**config.mk**
```make
export PLATFORM = sky130hd
export DESIGN_NAME = four_bit_serial_subtractor
export DESIGN_NICKNAME = d
export VERILOG_FILES = /design/src/rtl/four_bit_serial_subtractor.sv
export SDC_FILE = /design/constraint.sdc
export NUM_CORES = 1
export LEC_CHECK = 0
export ABC_CLOCK_PERIOD_IN_PS = 1700
export CAP_MARGIN = 0
export CELL_PAD_IN_SITES_DETAIL_PLACEMENT = 0
export CELL_PAD_IN_SITES_GLOBAL_PLACEMENT = 2
export CORE_UTILIZATION = 29
export DETAILED_ROUTE_END_ITERATION = 8
export GPL_TIMING_DRIVEN = 0
export PLACE_DENSITY = 0.79
export SETUP_SLACK_MARGIN = 0.02
export SYNTH_ARGS = -nofsm -noshare
export SYNTH_HDL_FRONTEND = slang
export SYNTH_SLANG_ARGS = --single-unit
```
**constraint.sdc**
```tcl
create_clock -name clk -period 1.7 [get_ports clk]
set_input_delay 0.17 -clock clk [delete_from_list [all_inputs] [get_ports clk]]
set_output_delay 0.17 -clock clk [all_outputs]
set_load 0.05 [all_outputs]
```
**src/rtl/four_bit_serial_subtractor.sv**
```systemverilog
// Bit-serial subtractor: Diff = A - B - Bin, one bit per clock, LSB first.
// A single full-subtractor cell is reused WIDTH times behind a start/busy/done handshake.
module four_bit_serial_subtractor #(
    parameter int WIDTH = 4
) (
    input  logic             clk,
    input  logic             rst,
    input  logic             start,
    input  logic [WIDTH-1:0] A,
    input  logic [WIDTH-1:0] B,
    input  logic             Bin,
    output logic             busy,
    output logic             done,
    output logic [WIDTH-1:0] Diff,
    output logic             Bout,
    output logic             Ovf,
    output logic             Zero
);

    localparam int CW = $clog2(WIDTH);
    localparam logic [CW-1:0] LAST = CW'(WIDTH - 1);

    typedef enum logic [1:0] {
        IDLE,
        SHIFT,
        DONE
    } state_t;

    state_t           state;
    logic [WIDTH-1:0] a_sr;
    logic [WIDTH-1:0] b_sr;
    logic [WIDTH-1:0] res_sr;
    logic             br;
    logic [CW-1:0]    count;

    logic             a_i;
    logic             b_i;
    logic             d;
    logic             br_next;
    logic [WIDTH-1:0] res_next;

    always_comb begin
        a_i      = a_sr[0];
        b_i      = b_sr[0];
        d        = a_i ^ b_i ^ br;
        br_next  = (~a_i & b_i) | (~(a_i ^ b_i) & br);
        res_next = {d, res_sr[WIDTH-1:1]};
    end

    always_ff @(posedge clk) begin
        if (rst) begin
            state  <= IDLE;
            a_sr   <= '0;
            b_sr   <= '0;
            res_sr <= '0;
            br     <= 1'b0;
            count  <= '0;
            busy   <= 1'b0;
            done   <= 1'b0;
            Diff   <= '0;
            Bout   <= 1'b0;
            Ovf    <= 1'b0;
            Zero   <= 1'b0;
        end else begin
            done <= 1'b0;
            case (state)
                IDLE, DONE: begin
                    if (start) begin
                        a_sr   <= A;
                        b_sr   <= B;
                        br     <= Bin;
                        res_sr <= '0;
                        count  <= '0;
                        busy   <= 1'b1;
                        state  <= SHIFT;
                    end else begin
                        busy  <= 1'b0;
                        state <= IDLE;
                    end
                end
                SHIFT: begin
                    a_sr   <= a_sr >> 1;
                    b_sr   <= b_sr >> 1;
                    br     <= br_next;
                    res_sr <= res_next;
                    count  <= count + 1'b1;
                    if (count == LAST) begin
                        // br still holds the borrow into the MSB on this edge
                        state <= DONE;
                        busy  <= 1'b0;
                        done  <= 1'b1;
                        Diff  <= res_next;
                        Bout  <= br_next;
                        Ovf   <= br ^ br_next;
                        Zero  <= (res_next == '0);
                    end
                end
                default: begin
                    busy  <= 1'b0;
                    state <= IDLE;
                end
            endcase
        end
    end

endmodule

```
==> results of run 1 <==
-- cells in the mapped netlist, drive strengths merged --
master and n:
dfxtp 25, nand2 20, nor2 13, a21oi 12, nand3 10, a311oi 7, buf 7, mux2i 4
nand2b 3, clkbuf 2, inv 2, nand3b 2, a2bb2oi 1, and2b 1, fa 1, ha 1
nor2b 1, nor4 1, o21a 1, xnor2 1
-- worst min-delay path by stage --
stage | start | to | cells past startpoint | slack (ns)
after floorplan | A[3] | a_sr[3] | 2 | 0.31
after global placement | Zero | Zero | 2 | 0.44
after detailed placement | Zero | Zero | 2 | 0.45
after CTS | rst | Bout | 2 | 0.21
after global routing | rst | Bout | 2 | 0.22
final | rst | Bout | 2 | 0.22
-- report_power, final --
group          switching (W)  total (W)  internal, W
Clock               0.000184   0.000272    0.0000883
Combinational      0.0000939   0.000176    0.0000820
Sequential         0.0000185   0.000632     0.000614
Total               0.000296    0.00108     0.000784
-- layer usage --
layer / part of all wire (%) / wire length [um]
met2: 43 / 948
met1: 48 / 1060
met3: 6.5 / 141
met4: 1.6 / 36
met5: 0 / 0
-- worst max-delay path, cell delays in order, from the launching register on --
cell     delay, ns
dfxtp_1       0.36
inv_1         0.07
fa_1          0.50
nor4_1        0.25
nand3_1       0.11
a21oi_1       0.15
-- registers in the layout, indices dropped and copies added (netlist names) --
register  flops
Zero          1
count         2
a_sr          4
done          1
br            1
Ovf           1
state         2
busy          1
b_sr          4
Diff          4
res_sr        3
Bout          1
-- cell type report --
type                    instances  area, sq um  area share, %
multi-input cells              79          457           34.6
well taps                      46         57.6           4.36
flip-flops and latches         25          500           37.9
inverters                       2         7.51          0.569
repair buffers                 19          213           16.1
clock inverters                 1         5.00          0.379
plain buffers                   9         57.6           4.36
clock buffers                   3         22.5           1.71
-- timing repair --
action / in CTS / in global routing
hold endpoints to repair: 0 / 0
resized for setup: 0 / 9
endpoints found under the setup margin: 0 / 9
-- metrics by stage --
step                      power (W)  instances  area, sq um
after floorplan            0.000763        115         1020
after global placement     0.000821        180         1270
after detailed placement   0.000824        180         1270
after CTS                   0.00109        184         1300
after global routing        0.00116        184         1320
final                       0.00108        184         1320
-- cells by family (layout without fill, tap and decap cells) --
group,Yosys count,count (layout),synth area share (%)
compound gates,21,21,14.1
xor+xnor,1,1,0.857
fa+ha+maj,2,2,3.18
buf+inv,11,34,6.37
flops,25,25,49.0
mux,4,4,3.92
simple gates,51,51,22.6
==> flow_summary.toml, run 1 <==
[floorplan]
initial_core_util_pct = 30.4
fp.dieW_um = 61.4
die-area_sq_um = 3770
die_h_um = 61.4
core_area_sq_um = 3360
rows = 21
ios = 21

[clock_tree]
cts_max_level = 1
clk_root_buffer_cell = "clkbuf_4"
clkTransAtPathRegs_ns = 0.14
clk_latency_ns = 0.32
ctsHoldBuffers = 0
cts_num_sinks = 25
cts_tree = "built"
cts_buffer_depth = 2
cts_made_buffers = 3
cts_setup_buffers = 0

[sta]
drv_slew = 0
hold_slack_ns = 0.217
post-route-period-util_pct = 88.5
rsz0062_at_grt = "no"
tns_ns = 0
finClkSkew_ns = 0.00595
finalHoldViolations = 0
max_freq_mhz = 665
period_needed_ns = 1.50
timing.final.ws_setup_ns = 0.196
setup_viol = 0
tightest_slew_ns = 0.523
slew_headroom_pct = 65.1

[drt]
vias_per_cell = 4.68
drt_iter0_drc = 32
firstDrtPassIters = 4
postRouteAntennaNets = 0
wl_per_cell_um = 11.9
vias = 862
finalWirelength_um = 2190
drcViolationCount = 0

[placement]
dp_slack_ns = 0.229
port_buffers = 19
place.gp.congestion = 0.789
dpl.hpwl_um = 1500

[final_layout]
mostFrequentLayoutCell = "dfxtp_1"
area_growth_pct = 29.1
num_antenna_cells = 0
fillers = 377
drive_gt1_share_pct = 9.42
num-nets-final = 153
utilization_pct = 39.2
final_cell_mix = "dfxtp_1, nand2_1, nor2_1"

[worst_setup_path]
crit_type = "flip-flop to flip-flop"
r2r_slack_ns = 0.20
cp.required_ns = 1.96
r2r_cells = 5
timing.critical_path.from = "b_sr[0]"
end_kind = "flip-flop"
worstPathArrival_ns = 1.76
cp-start-kind = "flip-flop"
crit_path_max_fanout = 3
worst_r2r_endpoint = "Zero"
crit_path_end = "Zero"
r2r-start = "b_sr[0]"

[grt]
met2_usage_pct = 21.0
grt_first_pass_wirelength_um = 3620
grt_max_degree = 15
grt_use_total_pct = 13.5
met3_usage_pct = 2.52
overflow = 0
grt_most_used_layer = "met2"
grt_pass1_vias = 747
grt_use_met1_pct = 18.5
grt_antenna_before_repair = 0

[hold_path]
hold_class = "primary input to flip-flop"

[yosys]
synth-seq-area-share_pct = 49.0
yosys.area.top_type = "dfxtp_1"
synthesis.area_sq_um = 1020
ys_ff_latch = 25
avgSynthCellArea_sq_um = 8.89
synth.area.top_cells = "dfxtp_1, nand2_1, a21oi_1"
yosysTopAreaCellShare_pct = 49.0
synth.distinct_cells = 24
ys_warn_count = 0
netlist_instances = 115
syn-num-nets = 129

[pwr]
powerDensity_nw_per_um2 = 819
peakVddDrop_mv = 0.286
power_leakage_nw = 0.659

[job]
drv_cap = 0

[outcome]
outcome = "finished, final reports clean"
Power figures use the tool's default switching activity.
==> run 2: changes to the inputs <==
--- a/config.mk
+++ b/config.mk
@@ -14,6 +14,7 @@
 export GPL_TIMING_DRIVEN = 0
 export PLACE_DENSITY = 0.79
 export SETUP_SLACK_MARGIN = 0.02
+export SLEW_MARGIN = 20
 export SYNTH_ARGS = -nofsm -noshare
 export SYNTH_HDL_FRONTEND = slang
 export SYNTH_SLANG_ARGS = --single-unit
==> constraint.sdc (replaced) <==
create_clock -name clk -period 1.7 [get_ports clk]
set_input_delay 0.34 -clock clk [delete_from_list [all_inputs] [get_ports clk]]
set_output_delay 0.34 -clock clk [all_outputs]
set_load 0.05 [all_outputs]
==> run 2 against run 1 <==
Effect of this change:
- die area is the same
- combinational power is essentially flat
- maximum frequency shrank 2.6%
- wire length shrank 1.8%
==> flow_summary.toml, run 2 (synthesis results as in run 1) <==
[worst_setup_path]
r2r_cells = 5
r2r-start = "b_sr[0]"
end_kind = "primary output"
cp.required_ns = 1.36
cpLargestDelayFamily = "buffers and inverters"
cp-start-kind = "flip-flop"
crit_type = "flip-flop to primary output"
cp_num_buf_inv = 1
r2r_slack_ns = 0.20
worst_r2r_endpoint = "Zero"
crit_path_cell_trace = "dlygate4sd2_1"
crit_path_top_delay_cell = "dlygate4sd2_1"
crit_path_max_fanout = 2
crit_path_max_incr_delay_ns = 0.53
worstPathArrival_ns = 1.20

[final_layout]
top_regs = "Diff x4, a_sr x4, b_sr x4"
num_antenna_cells = 0
mostFrequentLayoutCell = "dfxtp_1"
final_cell_mix = "dfxtp_1, nand2_1, nor2_1"
drive_gt1_share_pct = 9.42
utilization_pct = 38.2
area_growth_pct = 25.8
num-nets-final = 153

[hold_path]
hold_class = "primary input to flip-flop"
hold_end = "Bout"
min_path_cells = 2
hold_path.startpoint = "rst"

[floorplan]
initial_core_util_pct = 30.4
die_h_um = 61.4
die-area_sq_um = 3770
core_area_sq_um = 3360
rows = 21
ios = 21
fp.dieW_um = 61.4

[grt]
grt_max_degree = 15
grt_pass1_vias = 747
grt_use_total_pct = 13.5
grt_antenna_before_repair = 0
overflow = 0
grt_first_pass_wirelength_um = 3620

[drt]
finalWirelength_um = 2150
drcViolationCount = 0
firstDrtPassIters = 4
postRouteAntennaNets = 0
wl_per_cell_um = 11.7
vias_per_cell = 4.65
vias = 855
drt_iter0_drc = 31

[placement]
dpl.hpwl_um = 1500
place.gp.congestion = 0.789
port_buffers = 19

[clock_tree]
cts_tree = "built"
clkTransAtPathRegs_ns = 0.13
cts_max_level = 1
cts_num_sinks = 25
cts_setup_buffers = 0
clk_latency_ns = 0.32
cts_made_buffers = 3
cts_buffer_depth = 2
ctsHoldBuffers = 0
clk_root_buffer_cell = "clkbuf_4"
cts_resized = 9

[sta]
drv_slew = 0
finClkSkew_ns = 0.00440
post-route-period-util_pct = 90.8
slew_headroom_pct = 64.8
finalHoldViolations = 0
period_needed_ns = 1.54
rsz0062_at_grt = "no"
max_freq_mhz = 648
tightest_slew_ns = 0.528
setup_viol = 0
tns_ns = 0

[pwr]
powerDensity_nw_per_um2 = 838
peakVddDrop_mv = 0.285
power_leakage_nw = 0.536

[job]
drv_cap = 0

[outcome]
outcome = "finished, final reports clean"
run 2: cell types whose count changed in the layout (fill, tap and decap cells not counted):
cell,before,now
dlymetal6s2s_1,9,0
dlygate4sd2_1,0,9
run 2: per-layer routing:
metal	GRT usage (%)	up-vias	share of wire, %
li1	-	437	-
met1	18.5	385	49
met2	21.0	28	43
met3	2.52	5	6.1
met4	5.71	0	1.7
met5	0	-	0
run 2: worst max-delay path by stage:
stage	slack, ns	start	to	depth (start not counted)
after floorplan	0.34	br	Zero	5
after global placement	0.16	start	a_sr[0]	5
after detailed placement	0.13	start	a_sr[2]	5
after CTS	0.14	Bout	Bout	1
after global routing	0.06	b_sr[0]	Zero	5
final	0.16	Bout	Bout	1
run 2: through the flow:
| step | power (W) | worst slack [ns] | instance area, sq um | instances | hold slack (ns) |
|---|---|---|---|---|---|
| 6_report | 0.00108 | 0.156 | 1290 | 184 | 0.379 |
| 3_3_place_gp | 0.000821 | 0.160 | 1270 | 180 | 0.443 |
| 2_1_floorplan | 0.000763 | 0.337 | 1020 | 115 | 0.448 |
| 4_1_cts | 0.00109 | 0.142 | 1290 | 184 | 0.382 |
| 5_1_grt | 0.00116 | 0.0649 | 1290 | 184 | 0.386 |
| 3_5_place_dp | 0.000824 | 0.128 | 1270 | 180 | 0.447 |
run 2: cell type report:
class                      instances  area [sq um]
sequential                        25           500
clock inverter                     1          5.00
clock buffer                       3          22.5
fill                             381          2080
multi-input combinational         79           457
timing repair buffer              19           179
tap                               46          57.6
buffer                             9          57.6
inverter                           2          7.51
run 2: report_power, final:
group,internal [W],switching [W]
clock,0.0000883,0.000182
combinational,0.0000809,0.0000935
sequential,0.000614,0.0000183
==> RTL edit 1, RTL diff (config.mk and constraints of run 1) <==
`WIDTH`: 4 -> 16.
--- a/src/rtl/four_bit_serial_subtractor.sv
+++ b/src/rtl/four_bit_serial_subtractor.sv
@@ -1,7 +1,7 @@
 // Bit-serial subtractor: Diff = A - B - Bin, one bit per clock, LSB first.
 // A single full-subtractor cell is reused WIDTH times behind a start/busy/done handshake.
 module four_bit_serial_subtractor #(
-    parameter int WIDTH = 4
+    parameter int WIDTH = 16
 ) (
     input  logic             clk,
     input  logic             rst,
Interface: changed (resized A, B and Diff); port bits go from 21 to 57. No check against the original RTL was run, so the function may have changed too.
==> RTL edit 1 against run 1 <==
- sequential cell count grew 49
- clock skew rose by 0.0040 ns
- area after synthesis increased to 2.7 times the old value
- final cell count rose to 2.9 times the old value
- via count increased to 2.9 times the old value
- total power rose to 3.2 times the old value
- maximum frequency fell by 6.3%
- clock power grew to 4.4 times the old value
- final area increased to 2.8 times the old value
- highest routed layer unchanged
- routed wire length rose to 3.2 times the old value
- sequential share of layout area up 1.9 points
- setup slack got worse by 0.10 ns
==> RTL edit 1: results (changes against run 1) <==
metric	value	unit	change
top_regs	Diff (16), a_sr (16), b_sr (16)		
post_drt_wl_per_cell	13.13	µm	+11%
critPathLaunch	done		
portBuffers	55		+36
grt_pass1_vias	2379		+220%
drive_gt1_share	9.877	%	+0.46 points
cpMaxStageDelayCell	clkdlybuf4s50_1		
cts_root_buf	clkbuf_8		
crit_path_max_incr_delay	0.79	ns	+0.29 ns
cp_max_fo	1		-2
h-tree-depth	3		+2
vias_per_cell	4.642		-0.91%
status	completed		
synth_cell_type_count	25		+4.2%
p_leak	0.001564	µW	+140%
dp.cells	518		+190%
firstDrtPassIters	6		+2
placed_area	3503	µm²	+180%
drtIter0Drc	111		+250%
clk_latency	0.35	ns	+0.03 ns
nNetsFinal	438		+190%
grtUsageTotal	15.07	%	+1.5 points
grt_pass1_wl	11650	µm	+220%
grt_max_degree	13		-2
tightest_slew	0.6027	ns	+0.07972 ns
cts.repair.resized	5		+5
[RTL edit 1: cell types whose count changed in the layout (fill, tap and decap cells not counted), sizes merged, moves of 7 or more]
cell           before  now
a21oi              12   66
nand3              10    1
a311oi              7    0
nand2              20   96
clkdlybuf4s50      10   35
a22oi               0   33
clkbuf              5   19
dlymetal6s2s        9   16
buf                 7   19
dfxtp              25   74
[RTL edit 1: per-layer routing]
layer	track usage [%]	vias to the layer above	wire length, µm
met3	3.760	8	335
met5	0	-	0
met2	25.46	59	3271
met1	18.67	1136	3304
li1	-	1276	-
met4	5.351	0	99
[RTL edit 1: cell type report]
| type | instances | area [µm²] | share of cell area [%] |
|---|---|---|---|
| buffer | 27 | 142.6 | 3.831 |
| sequential | 74 | 1483 | 39.82 |
| multi-input combinational | 230 | 1169 | 31.38 |
| timing repair buffer | 55 | 585.6 | 15.73 |
| tap | 129 | 161.4 | 4.335 |
| inverter | 3 | 11.26 | 0.3024 |
| clock buffer | 11 | 141.4 | 3.797 |
| clock inverter | 5 | 30.03 | 0.8065 |
[RTL edit 1: logic make-up after synthesis]
| kind of cell | after synthesis | synth area share, % |
|---|---|---|
| adders and majority gates | 2 | 1.165 |
| DFF | 74 | 53.07 |
| muxes | 1 | 0.3586 |
| xor gates and xnor gates | 1 | 0.3138 |
| buffers and inverters | 30 | 5.513 |
| AOI/OAI and AO/OA | 102 | 21.47 |
| and+or+nand+nor | 124 | 18.11 |
[RTL edit 1: final timing paths]
path	end	slack (ns)	depth (start not counted)
setup / recovery	done	0.09	1
hold / removal	b_sr[10]	0.23	2
setup reg to reg	Zero	0.11	6
hold reg to reg	Diff[3]	0.45	2
[RTL edit 1: where the power goes]
group	internal, µW	total (µW)	switching (µW)
logic	189	403	214
registers	1790	1830	37.0
clock network	562	1210	651
==> RTL edit 2, RTL diff (flow settings as in run 1) <==
Without the edit above. Reset style: asynchronous (`rst`), changed in one clocked block.
--- a/src/rtl/four_bit_serial_subtractor.sv
+++ b/src/rtl/four_bit_serial_subtractor.sv
@@ -47,7 +47,7 @@
         res_next = {d, res_sr[WIDTH-1:1]};
     end
 
-    always_ff @(posedge clk) begin
+    always_ff @(posedge clk or posedge rst) begin
         if (rst) begin
             state  <= IDLE;
             a_sr   <= '0;
Behaviour: differs if rst is asserted again (counterexample within 4 cycles, from zero or initial values and one cycle with rst high); with rst held inactive, the same outputs for 10 cycles.
==> RTL edit 2 against run 1 <==
- count of clock-buffer cells in the layout did not move
- routed wire length fell by 5.5%
- sequential cell count did not move
- setup slack got worse by 0.090 ns
- area after synthesis rose by 8.8%
- final area rose by 6.9%
- utilization fell by 0.70 points
- first-iteration DRC count fell by 41%
- critical endpoint is now Diff[3]
- largest cell class unchanged
- highest routed layer unchanged
Power is not compared: it rests on default switching activity, and its combinational part moved more than twofold at a synthesized area within 25%.
==> RTL edit 2: results (changes against run 1) <==
metric	value	unit	change
drive_gt1_share	15.00	%	+5.6 points
synth.area.top_cells	dfrtp_1 (56%), mux2_1 (4.0%), o21ai_1 (3.6%)		
hold_depth	3		+1
n_fill_cell	366		-2.9%
synth_cell_type_count	30		+25%
cpMaxStageDelayCell	clkdlybuf4s50_1		
r2r_slack	0.15	ns	-0.05 ns
clk_pin_slew	0.09	ns	-0.05 ns
status	completed		
whs_endpoint	b_sr[3]		
crit_path_max_incr_delay	0.80	ns	+0.30 ns
cp.arrival	1.42	ns	-0.34 ns
skew	0.002896	ns	-0.003051 ns
r2r_end	Zero		
grtUsageTotal	12.10	%	-1.4 points
r2r-start	br		
drtIter0Drc	19		-41%
drt_wl_total	2065	µm	-5.5%
timing.hold.ws	0.3125	ns	+0.09523 ns
crit_family	buffers and inverters		
gp_congestion	0.6992		-11%
num_vias	769		-11%
critPathLaunch	Diff[3]		
dp_slack	0.1486	ns	-0.08068 ns
nNetsFinal	135		-12%
cp_max_fo	2		-1
synthTopCellsByCount	dfrtp_1 (25), o21ai_1 (8), buf_2 (6), nand2_1 (5)		
grt_max_degree	26		+11
tightest_slew	0.9366	ns	+0.4136 ns
RTL edit 2: kinds of logic (layout without fill, tap and decap cells):
logic type                 after synthesis  count (layout)  synth area share [%]
muxes                                    9               9                 8.886
AOI/OAI and AO/OA                       22              22                 12.60
xor gates and xnor gates                 1               1                0.7875
buffers and inverters                   13              36                 5.737
adders and majority gates                2               2                 2.925
DFF                                     25              25                 56.24
and+or+nand+nor                         25              25                 12.82
RTL edit 2: worst max-delay path by stage:
stage | slack [ns] | to
floorplan | 0.25 | Zero
detailed placement | 0.15 | Zero
CTS | 0.09 | Diff[3]
global route | 0.03 | Diff[2]
global placement | 0.15 | Zero
finish | 0.11 | Diff[3]
RTL edit 2: worst min-delay path, delay by kind of cell:
family	cells	cell delay, ns
buffers and inverters	1	0.18
muxes	1	0.09
AOI/OAI and AO/OA	1	0.10
RTL edit 2: layer usage:
layer / routed length [µm] / GRT usage [%]
met5: 0 / 0
met3: 58 / 2.679
met2: 1003 / 19.68
met1: 988 / 15.05
met4: 15 / 5.966
RTL edit 2: power breakdown:
part / internal (µW) / leakage, µW / switching, µW / total (µW)
Clock: 166 / 0.0000217 / 193 / 359
Combinational: 594 / 0.000316 / 793 / 1390
Sequential: 857 / 0.000314 / 182 / 1040
Total: 1620 / 0.000651 / 1170 / 2780
RTL edit 2: layout make-up:
class	count	area, µm²	area share, %
Sequential cell	25	625.6	44.33
Multi-Input combinational cell	59	422.9	29.96
Timing Repair Buffer	19	190.2	13.48
Tap cell	48	60.06	4.255
Clock buffer	3	41.29	2.926
Buffer	7	41.29	2.926
Inverter	6	22.52	1.596
Clock inverter	1	7.507	0.5319
RTL edit 2: through the flow:
step,area [µm²],std cells
2_1_floorplan,1112,97
3_3_place_gp,1363,164
3_5_place_dp,1363,164
4_1_cts,1411,168
5_1_grt,1411,168
6_report,1411,168
